`src/rtl/synth_pkg.sv`:
```
// synth_pkg -- shared definitions for the synth step sequencer.
//
// Contents:
//   seq_state_t   sequencer FSM states (IDLE, RUN)
//   MIN_STEP_LEN  shortest step in clocks; shorter step_len values are raised to it
//   NOTE_LSB      bit offset of the note field inside a pattern entry
//   entry_w()     pattern entry width for a given note width
//   note_on_bit() bit index of the note_on flag
//   tie_bit()     bit index of the tie flag
//
// Entry layout: [NOTE_W+1] = note_on, [NOTE_W] = tie, [NOTE_W-1:0] = note.
package synth_pkg;

   typedef enum logic {
      IDLE = 1'b0,
      RUN  = 1'b1
   } seq_state_t;

   localparam int MIN_STEP_LEN = 2;
   localparam int NOTE_LSB     = 0;

   function automatic int entry_w(input int note_w);
      return note_w + 2;
   endfunction

   function automatic int note_on_bit(input int note_w);
      return note_w + 1;
   endfunction

   function automatic int tie_bit(input int note_w);
      return note_w;
   endfunction

endpackage

```
`src/rtl/synth_seq_if.sv`:
```
// synth_seq_if -- pattern-memory write bus of the step sequencer.
//
// Parameters:
//   AW  pattern address width
//   EW  pattern entry width (note_on, tie, note)
// Signals:
//   wr_en    write strobe, one entry per cycle
//   wr_addr  entry index
//   wr_data  entry contents
// Modports:
//   master  host side, drives the bus
//   slave   sequencer side, receives the bus
interface synth_seq_if #(
   parameter int AW = 4,
   parameter int EW = 10
);
   logic          wr_en;
   logic [AW-1:0] wr_addr;
   logic [EW-1:0] wr_data;

   modport master (output wr_en, output wr_addr, output wr_data);
   modport slave  (input  wr_en, input  wr_addr, input  wr_data);
endinterface

```
`src/rtl/synth_seq_timer.sv`:
```
// synth_seq_timer -- step/gate cycle counter of the step sequencer.
//
// Counts clocks inside the current step and tells the sequencer when the
// step is over and when the gate should close.
//
// Ports:
//   clk, rstn    clock, synchronous active-low reset
//   restart      a new step starts next cycle (counter returns to 0)
//   enable       sequencer keeps running next cycle
//   step_len     clocks per step (values below 2 act as 2)
//   gate_len     clocks of gate per note (clamped to step length - 1, at least 1)
//   swing        (SYNTH_SEQ_SWING_EN only) swing amount in sixteenths of a step
//   odd_step     (SYNTH_SEQ_SWING_EN only) current step index is odd
//   step_end     current cycle is the last one of the step
//   gate_end     gate must be low from the next cycle on
//
// Macro SYNTH_SEQ_SWING_EN: even steps are stretched and odd steps shortened
// by swing*eff_len/16 clocks, keeping the pair period constant.
module synth_seq_timer
   import synth_pkg::*;
#(
   parameter int CNT_W = 24
)(
   input  logic             clk,
   input  logic             rstn,
   input  logic             restart,
   input  logic             enable,
   input  logic [CNT_W-1:0] step_len,
   input  logic [CNT_W-1:0] gate_len,
`ifdef SYNTH_SEQ_SWING_EN
   input  logic [3:0]       swing,
   input  logic             odd_step,
`endif
   output logic             step_end,
   output logic             gate_end
);

   // One extra bit so a swing-stretched even step cannot overflow.
   localparam int LW = CNT_W + 1;

   logic [LW-1:0] cnt_reg;
   logic [LW-1:0] cnt_next;
   logic [LW-1:0] eff_len;
   logic [LW-1:0] cur_len;
   logic [LW-1:0] gate_w;
   logic [LW-1:0] eff_gate;

   assign eff_len = (step_len < CNT_W'(MIN_STEP_LEN)) ? LW'(MIN_STEP_LEN) : LW'(step_len);
   assign gate_w  = LW'(gate_len);

`ifdef SYNTH_SEQ_SWING_EN
   localparam int PW = LW + 4;
   logic [PW-1:0] swing_prod;
   logic [LW-1:0] swing_off;

   assign swing_prod = PW'(swing) * PW'(eff_len);
   assign swing_off  = swing_prod[PW-1:4];
   assign cur_len    = odd_step ? (eff_len - swing_off) : (eff_len + swing_off);
`else
   assign cur_len = eff_len;
`endif

   // Gate never reaches the final cycle of a step, so an untied note always
   // drops before the next step; a zero gate still yields one trig cycle.
   always_comb begin
      eff_gate = (gate_w > cur_len - LW'(1)) ? cur_len - LW'(1) : gate_w;
      if (eff_gate == '0) begin
         eff_gate = LW'(1);
      end
   end

   // '>=' rather than '==' so a step_len/gate_len cut below the current
   // count still ends the step / closes the gate on the next cycle.
   assign step_end = (cnt_reg >= cur_len - LW'(1));
   assign gate_end = (cnt_reg + LW'(1) >= eff_gate);

   always_comb begin
      cnt_next = '0;
      if (!restart && enable) begin
         cnt_next = cnt_reg + LW'(1);
      end
   end

   always_ff @(posedge clk) begin
      if (!rstn) begin
         cnt_reg <= '0;
      end else begin
         cnt_reg <= cnt_next;
      end
   end

endmodule

```
`src/rtl/synth_seq.sv`:
```
// synth_seq -- step sequencer driving the trig/osc_count inputs of synth.
//
// Ports:
//   clk, rstn    clock, synchronous active-low reset (also clears the pattern)
//   run          level: high plays, low stops
//   step_len     clocks per step
//   gate_len     clocks trig stays high per note
//   last_step    loop end index, inclusive
//   swing        (SYNTH_SEQ_SWING_EN only) odd-step delay in sixteenths of a step
//   wr           pattern write bus (synth_seq_if slave)
//   trig         gate to synth.trig
//   osc_count    pitch to synth.osc_count
//   step         index of the playing step
//   step_pulse   one-cycle strobe in the first cycle of every step
//   running      high while playing
//
// Macro SYNTH_SEQ_SWING_EN adds the swing input.
module synth_seq
   import synth_pkg::*;
#(
   parameter  int NSTEPS = 16,
   parameter  int CNT_W  = 24,
   parameter  int NOTE_W = 8,
   localparam int AW     = $clog2(NSTEPS)
)(
   input  logic              clk,
   input  logic              rstn,
   input  logic              run,
   input  logic [CNT_W-1:0]  step_len,
   input  logic [CNT_W-1:0]  gate_len,
   input  logic [AW-1:0]     last_step,
`ifdef SYNTH_SEQ_SWING_EN
   input  logic [3:0]        swing,
`endif
   synth_seq_if.slave        wr,
   output logic              trig,
   output logic [NOTE_W-1:0] osc_count,
   output logic [AW-1:0]     step,
   output logic              step_pulse,
   output logic              running
);

   localparam int EW          = entry_w(NOTE_W);
   localparam int NOTE_ON_BIT = note_on_bit(NOTE_W);
   localparam int TIE_BIT     = tie_bit(NOTE_W);

   logic [EW-1:0]     mem [NSTEPS];

   seq_state_t        state_reg, state_next;
   logic [AW-1:0]     step_reg, step_next;
   logic [NOTE_W-1:0] osc_reg, osc_next;
   logic              trig_reg, trig_next;
   logic              pulse_reg, pulse_next;
   logic              tie_reg, tie_next;     // current step is a tied note

   logic [AW-1:0]     wrap_addr;
   logic [AW-1:0]     rd_addr;
   logic [EW-1:0]     rd_entry;
   logic              load;
   logic              step_end;
   logic              gate_end;

   // Address of the step that would start next; a start from IDLE is always step 0.
   assign wrap_addr = (step_reg >= last_step) ? '0 : step_reg + AW'(1);
   assign rd_addr   = (state_reg == IDLE) ? '0 : wrap_addr;
   // Sampled into the step registers on the boundary edge, so a write landing
   // on that same edge is seen only on the next pass.
   assign rd_entry  = mem[rd_addr];

   synth_seq_timer #(
      .CNT_W    (CNT_W)
   ) u_timer (
      .clk      (clk),
      .rstn     (rstn),
      .restart  (load),
      .enable   ((state_reg == RUN) && run),
      .step_len (step_len),
      .gate_len (gate_len),
`ifdef SYNTH_SEQ_SWING_EN
      .swing    (swing),
      .odd_step (step_reg[0]),
`endif
      .step_end (step_end),
      .gate_end (gate_end)
   );

   always_comb begin
      state_next = state_reg;
      step_next  = step_reg;
      osc_next   = osc_reg;
      trig_next  = trig_reg;
      pulse_next = 1'b0;
      tie_next   = tie_reg;
      load       = 1'b0;

      case (state_reg)
         IDLE: begin
            if (run) begin
               state_next = RUN;
               load       = 1'b1;
            end
         end
         RUN: begin
            if (!run) begin
               state_next = IDLE;
               trig_next  = 1'b0;
               tie_next   = 1'b0;
            end else if (step_end) begin
               load = 1'b1;
            end else if (gate_end) begin
               // A tied note keeps the gate open to the end of its step.
               trig_next = tie_reg;
            end
         end
         default: state_next = IDLE;
      endcase

      if (load) begin
         step_next  = rd_addr;
         pulse_next = 1'b1;
         // A tie from the previous step holds trig through this step's gate.
         trig_next  = rd_entry[NOTE_ON_BIT] | ((state_reg == RUN) && tie_reg);
         tie_next   = rd_entry[NOTE_ON_BIT] & rd_entry[TIE_BIT];
         if (rd_entry[NOTE_ON_BIT]) begin
            osc_next = rd_entry[NOTE_LSB +: NOTE_W];
         end
      end
   end

   always_ff @(posedge clk) begin
      if (!rstn) begin
         state_reg <= IDLE;
         step_reg  <= '0;
         osc_reg   <= '0;
         trig_reg  <= 1'b0;
         pulse_reg <= 1'b0;
         tie_reg   <= 1'b0;
      end else begin
         state_reg <= state_next;
         step_reg  <= step_next;
         osc_reg   <= osc_next;
         trig_reg  <= trig_next;
         pulse_reg <= pulse_next;
         tie_reg   <= tie_next;
      end
   end

   always_ff @(posedge clk) begin
      if (!rstn) begin
         for (int i = 0; i < NSTEPS; i++) begin
            mem[i] <= '0;
         end
      end else if (wr.wr_en) begin
         mem[wr.wr_addr] <= wr.wr_data;
      end
   end

   assign trig       = trig_reg;
   assign osc_count  = osc_reg;
   assign step       = step_reg;
   assign step_pulse = pulse_reg;
   assign running    = (state_reg == RUN);

endmodule

```
`src/flat_wrapper.sv`:
```
// flat-port wrapper written by rule: the top's interface ports become plain ports
module synth_seq_flat import synth_pkg::*;
#(
   parameter  int NSTEPS = 16,
   parameter  int CNT_W  = 24,
   parameter  int NOTE_W = 8,
   localparam int AW     = $clog2(NSTEPS)
)
  (clk, rstn, run, step_len, gate_len, last_step, trig, osc_count, step, step_pulse, running, wr_wr_en, wr_wr_addr, wr_wr_data);
  synth_seq_if #(.AW((4)), .EW((NOTE_W + 2))) wr_i ();
  input  logic clk;
  input  logic rstn;
  input  logic run;
  input  logic [CNT_W-1:0] step_len;
  input  logic [CNT_W-1:0] gate_len;
  input  logic [AW-1:0] last_step;
  output logic trig;
  output logic [NOTE_W-1:0] osc_count;
  output logic [AW-1:0] step;
  output logic step_pulse;
  output logic running;
  input wire logic [$bits(wr_i.wr_en)-1:0] wr_wr_en;
  input wire logic [$bits(wr_i.wr_addr)-1:0] wr_wr_addr;
  input wire logic [$bits(wr_i.wr_data)-1:0] wr_wr_data;
  assign wr_i.wr_en = wr_wr_en;
  assign wr_i.wr_addr = wr_wr_addr;
  assign wr_i.wr_data = wr_wr_data;
  synth_seq #(.NSTEPS(NSTEPS), .CNT_W(CNT_W), .NOTE_W(NOTE_W)) u_core (.clk(clk), .rstn(rstn), .run(run), .step_len(step_len), .gate_len(gate_len), .last_step(last_step), .wr(wr_i), .trig(trig), .osc_count(osc_count), .step(step), .step_pulse(step_pulse), .running(running));
endmodule
```
`config.mk`:
```
export PLATFORM = sky130hd
export DESIGN_NAME = synth_seq_flat
export DESIGN_NICKNAME = d
export VERILOG_FILES = /design/src/rtl/synth_pkg.sv /design/src/rtl/synth_seq_if.sv /design/src/rtl/synth_seq_timer.sv /design/src/rtl/synth_seq.sv /design/src/flat_wrapper.sv
export SDC_FILE = /design/constraint.sdc
export NUM_CORES = 1
export LEC_CHECK = 0
export CORE_MARGIN = 2
export CORE_UTILIZATION = 60
export DETAILED_ROUTE_END_ITERATION = 6
export PLACE_DENSITY = 0.81
export SLEW_MARGIN = 10
export SYNTH_ARGS = -nofsm -noshare
export SYNTH_HDL_FRONTEND = slang
export SYNTH_SLANG_ARGS = --single-unit
```
`constraint.sdc`:
```
create_clock -name clk -period 10 [get_ports clk]
set_input_delay 1 -clock clk [delete_from_list [all_inputs] [get_ports clk]]
set_output_delay 1 -clock clk [all_outputs]
set_load 0.05 [all_outputs]
```
==> results.json, run 1 <==
{
  "p_total_mw": 1.98,
  "numPortBuffers": 84,
  "leakagePower_nw": 5.33,
  "viasPerCell": 6.22,
  "outcome": "complete, no violations",
  "cts_tree": "done",
  "synth_edf_count": 160,
  "antenna_left": 0,
  "period_share_pct": 85.4,
  "nets": 1382,
  "fin_util_pct": 70.4,
  "switchingPower_mw": 0.500,
  "grtUsageMet2_pct": 48.6,
  "switching_share_pct": 25.2,
  "cts_hold_buf": 0,
  "syn_to_final_growth_pct": 15.5,
  "postSynthAreaPerCell_um2": 10.3,
  "cts_setup_buffers": 0,
  "drt-initial-drc-count": 1085,
  "skew_ns": 0.00687,
  "cts_sinks": 201,
  "ys_seq_area_share_pct": 47.4,
  "final_common_cell": "and2_1",
  "worst_setup_path_start_kind": "input port",
  "synthArstFlopShare_pct": 0,
  "power_frac_clock_pct": 37.8,
  "dp.cells": 1475,
  "place_area_um2": 13100,
  "syn_inst": 1149,
  "grt.busiest_layer": "met2",
  "seq_power_share_pct": 48.2,
  "synth_top_area_cell": "edfxtp_1",
  "syn-cell-area_um2": 11900,
  "finalCriticalPeriod_ns": 8.54,
  "synth-seq-cells": 201,
  "final_area_um2": 13700,
  "synth_nets": 1298,
  "clkLatencyLatePin_ns": 0.50,
  "min_path_type": "flip-flop to flip-flop",
  "gr-usage-all-layers_pct": 31.2,
  "n_antenna_cell": 0,
  "peakVddDrop_mv": 0.197,
  "max_freq_mhz": 117,
  "io_pins": 85,
  "worst_pin_slew_ns": 1.04,
  "cts_buffers": 21,
  "crit_slowest_cell": "or4b_2",
  "ys.flop_type": "edfxtp_1",
  "worstPathArrival_ns": 8.93,
  "start_util_pct": 60.9,
  "vias": 9404,
  "grt_use_met3_pct": 8.84,
  "cap_violations": 0,
  "final_cell_mix": "162 x and2_1, 160 x edfxtp_1, 84 x clkdlybuf4s50_1",
  "fin_tns_setup_ns": 0,
  "antenna_found_initial": 2,
  "gp_congestion": 0.998,
  "dr.pass1.iters": 6,
  "ys_types": 60,
  "use_met1_pct": 43.8,
  "combPwrFrac_pct": 14.0,
  "rsz0062_at_grt": "false",
  "slew_headroom_pct": 30.4,
  "grt_pass1_wl_um": 49200,
  "cts_resized": 0,
  "core_area_um2": 19500,
  "synth_top_area_share_pct": 40.5,
  "dp_hpwl_um": 23100,
  "grt_max_degree": 60,
  "drive_gt1_share_pct": 5.30,
  "grt_overflow": 0,
  "routedWlPerCell_um": 21.3,
  "crit_required_ns": 10.39,
  "max_stage_delay_ns": 0.68,
  "setup_viol": 0,
  "wl_um": 32200,
  "finalHoldViolations": 0,
  "critPathKind": "input port to flip-flop",
  "grt_pass1_vias": 9050,
  "rows": 51,
  "dieHeight_um": 145,
  "die_w_um": 145,
  "cp_max_fo": 21,
  "p_int_mw": 1.48,
  "clk_path_buf_depth": 3,
  "slew_violations": 0,
  "stdcell_count": 1511,
  "drcViolationCount": 0,
  "dieArea_um2": 20900,
  "yosys_warnings": 0,
  "powerDensity_nw_per_um2": 145,
  "cts-root-buf": "clkbuf_16",
  "cts.clk_slew.worst_paths_ns": 0.06,
  "htree_num_levels": 1,
  "critPathCaptureType": "flip-flop",
  "largest_reg_flops": 160,
  "synthTopCellsByArea": "edfxtp_1 41%, and2_1 8.5%, ha_1 8.3%"
}
==> power groups by stage <==
stage | logic [mW] | clock network, mW | registers, mW
after floorplan | 0.146 | 0 | 0.980
after global placement | 0.263 | 0 | 0.971
after detailed placement | 0.269 | 0 | 0.973
after CTS | 0.271 | 0.751 | 0.956
after global routing | 0.297 | 0.785 | 0.959
final | 0.277 | 0.750 | 0.956
==> path summary, 6_finish.rpt <==
| path | end | from | slack (ns) | depth (start not counted) |
|---|---|---|---|---|
| setup / recovery | u_core.trig$_SDFFE_PN0P_ | step_len[17] | 1.46 | 30 |
| hold reg to reg | u_core.tie_reg$_SDFFE_PN0P_ | u_core.tie_reg$_SDFFE_PN0P_ | 0.51 | 2 |
| hold / removal | u_core.tie_reg$_SDFFE_PN0P_ | u_core.tie_reg$_SDFFE_PN0P_ | 0.51 | 2 |
| setup reg to reg | u_core.osc_count[1]$_SDFFE_PN0P_ | u_core.step[0]$_SDFFE_PN0P_ | 5.76 | 11 |
==> cell usage after synthesis (9+ instances only) <==
cell type	n
and2_1	162
nand2b_1	10
nor2b_1	17
edfxtp_1	160
o221ai_1	15
nand2_1	79
xor2_1	22
ha_1	79
nor4_1	13
o21a_1	9
mux2i_1	46
nand4_1	17
inv_1	43
o21ai_0	51
a21oi_1	84
dfxtp_1	41
and3_1	23
a221oi_1	21
nand3_1	22
nor2_1	50
or3_1	11
clkbuf_1	45
nor3_1	22
xnor2_1	21
==> kinds of logic after synthesis <==
group / count (synthesis) / share of synthesized area (%)
muxes: 47 / 3.98
xor gates and xnor gates: 43 / 3.18
and+or+nand+nor: 450 / 21.3
other: 1 / 0.0316
buffers and inverters: 91 / 2.90
adders and majority gates: 79 / 8.33
DFF: 201 / 47.4
AOI/OAI and AO/OA: 237 / 12.9
==> routing by layer <==
layer  share of wire (%)  wire length (µm)
met5               0.040                13
met4                 1.9               609
met3                  11              3590
met2                  45             14400
met1                  42             13700
==> area by class of cell <==
cell class / instances / area [µm²]
Clock inverter: 9 / 93.8
Multi-Input combinational cell: 857 / 5910
Tap cell: 265 / 332
Sequential cell: 201 / 5630
Clock buffer: 27 / 548
Fill cell: 1425 / 5760
Inverter: 43 / 161
Timing Repair Buffer: 109 / 1030
==> stage by stage <==
step	worst slack, ns	hold WS (ns)
floorplan	2.75	0.456
global placement	1.35	0.485
detailed placement	1.15	0.497
CTS	1.62	0.503
global route	0.999	0.522
finish	1.46	0.506
==> worst max-delay path: cells and delay by family <==
kind / cells / cell delay (ns)
AO/OA/AOI/OAI: 9 / 1.74
AND/OR/NAND/NOR: 13 / 3.97
buffers and inverters: 3 / 0.93
adder cells (fa/ha/maj): 3 / 0.89
multiplexers: 1 / 0.14
XOR/XNOR: 1 / 0.27
(Power assumes the default switching activity.)
==> run 2, diff against run 1 <==
--- a/config.mk
+++ b/config.mk
@@ -5,6 +5,7 @@
 export SDC_FILE = /design/constraint.sdc
 export NUM_CORES = 1
 export LEC_CHECK = 0
+export ABC_CLOCK_PERIOD_IN_PS = 10000
 export CORE_MARGIN = 2
 export CORE_UTILIZATION = 60
 export DETAILED_ROUTE_END_ITERATION = 6
==> results of run 2 <==
No change in the layout: final DEF, timing and power equal those of run 1.
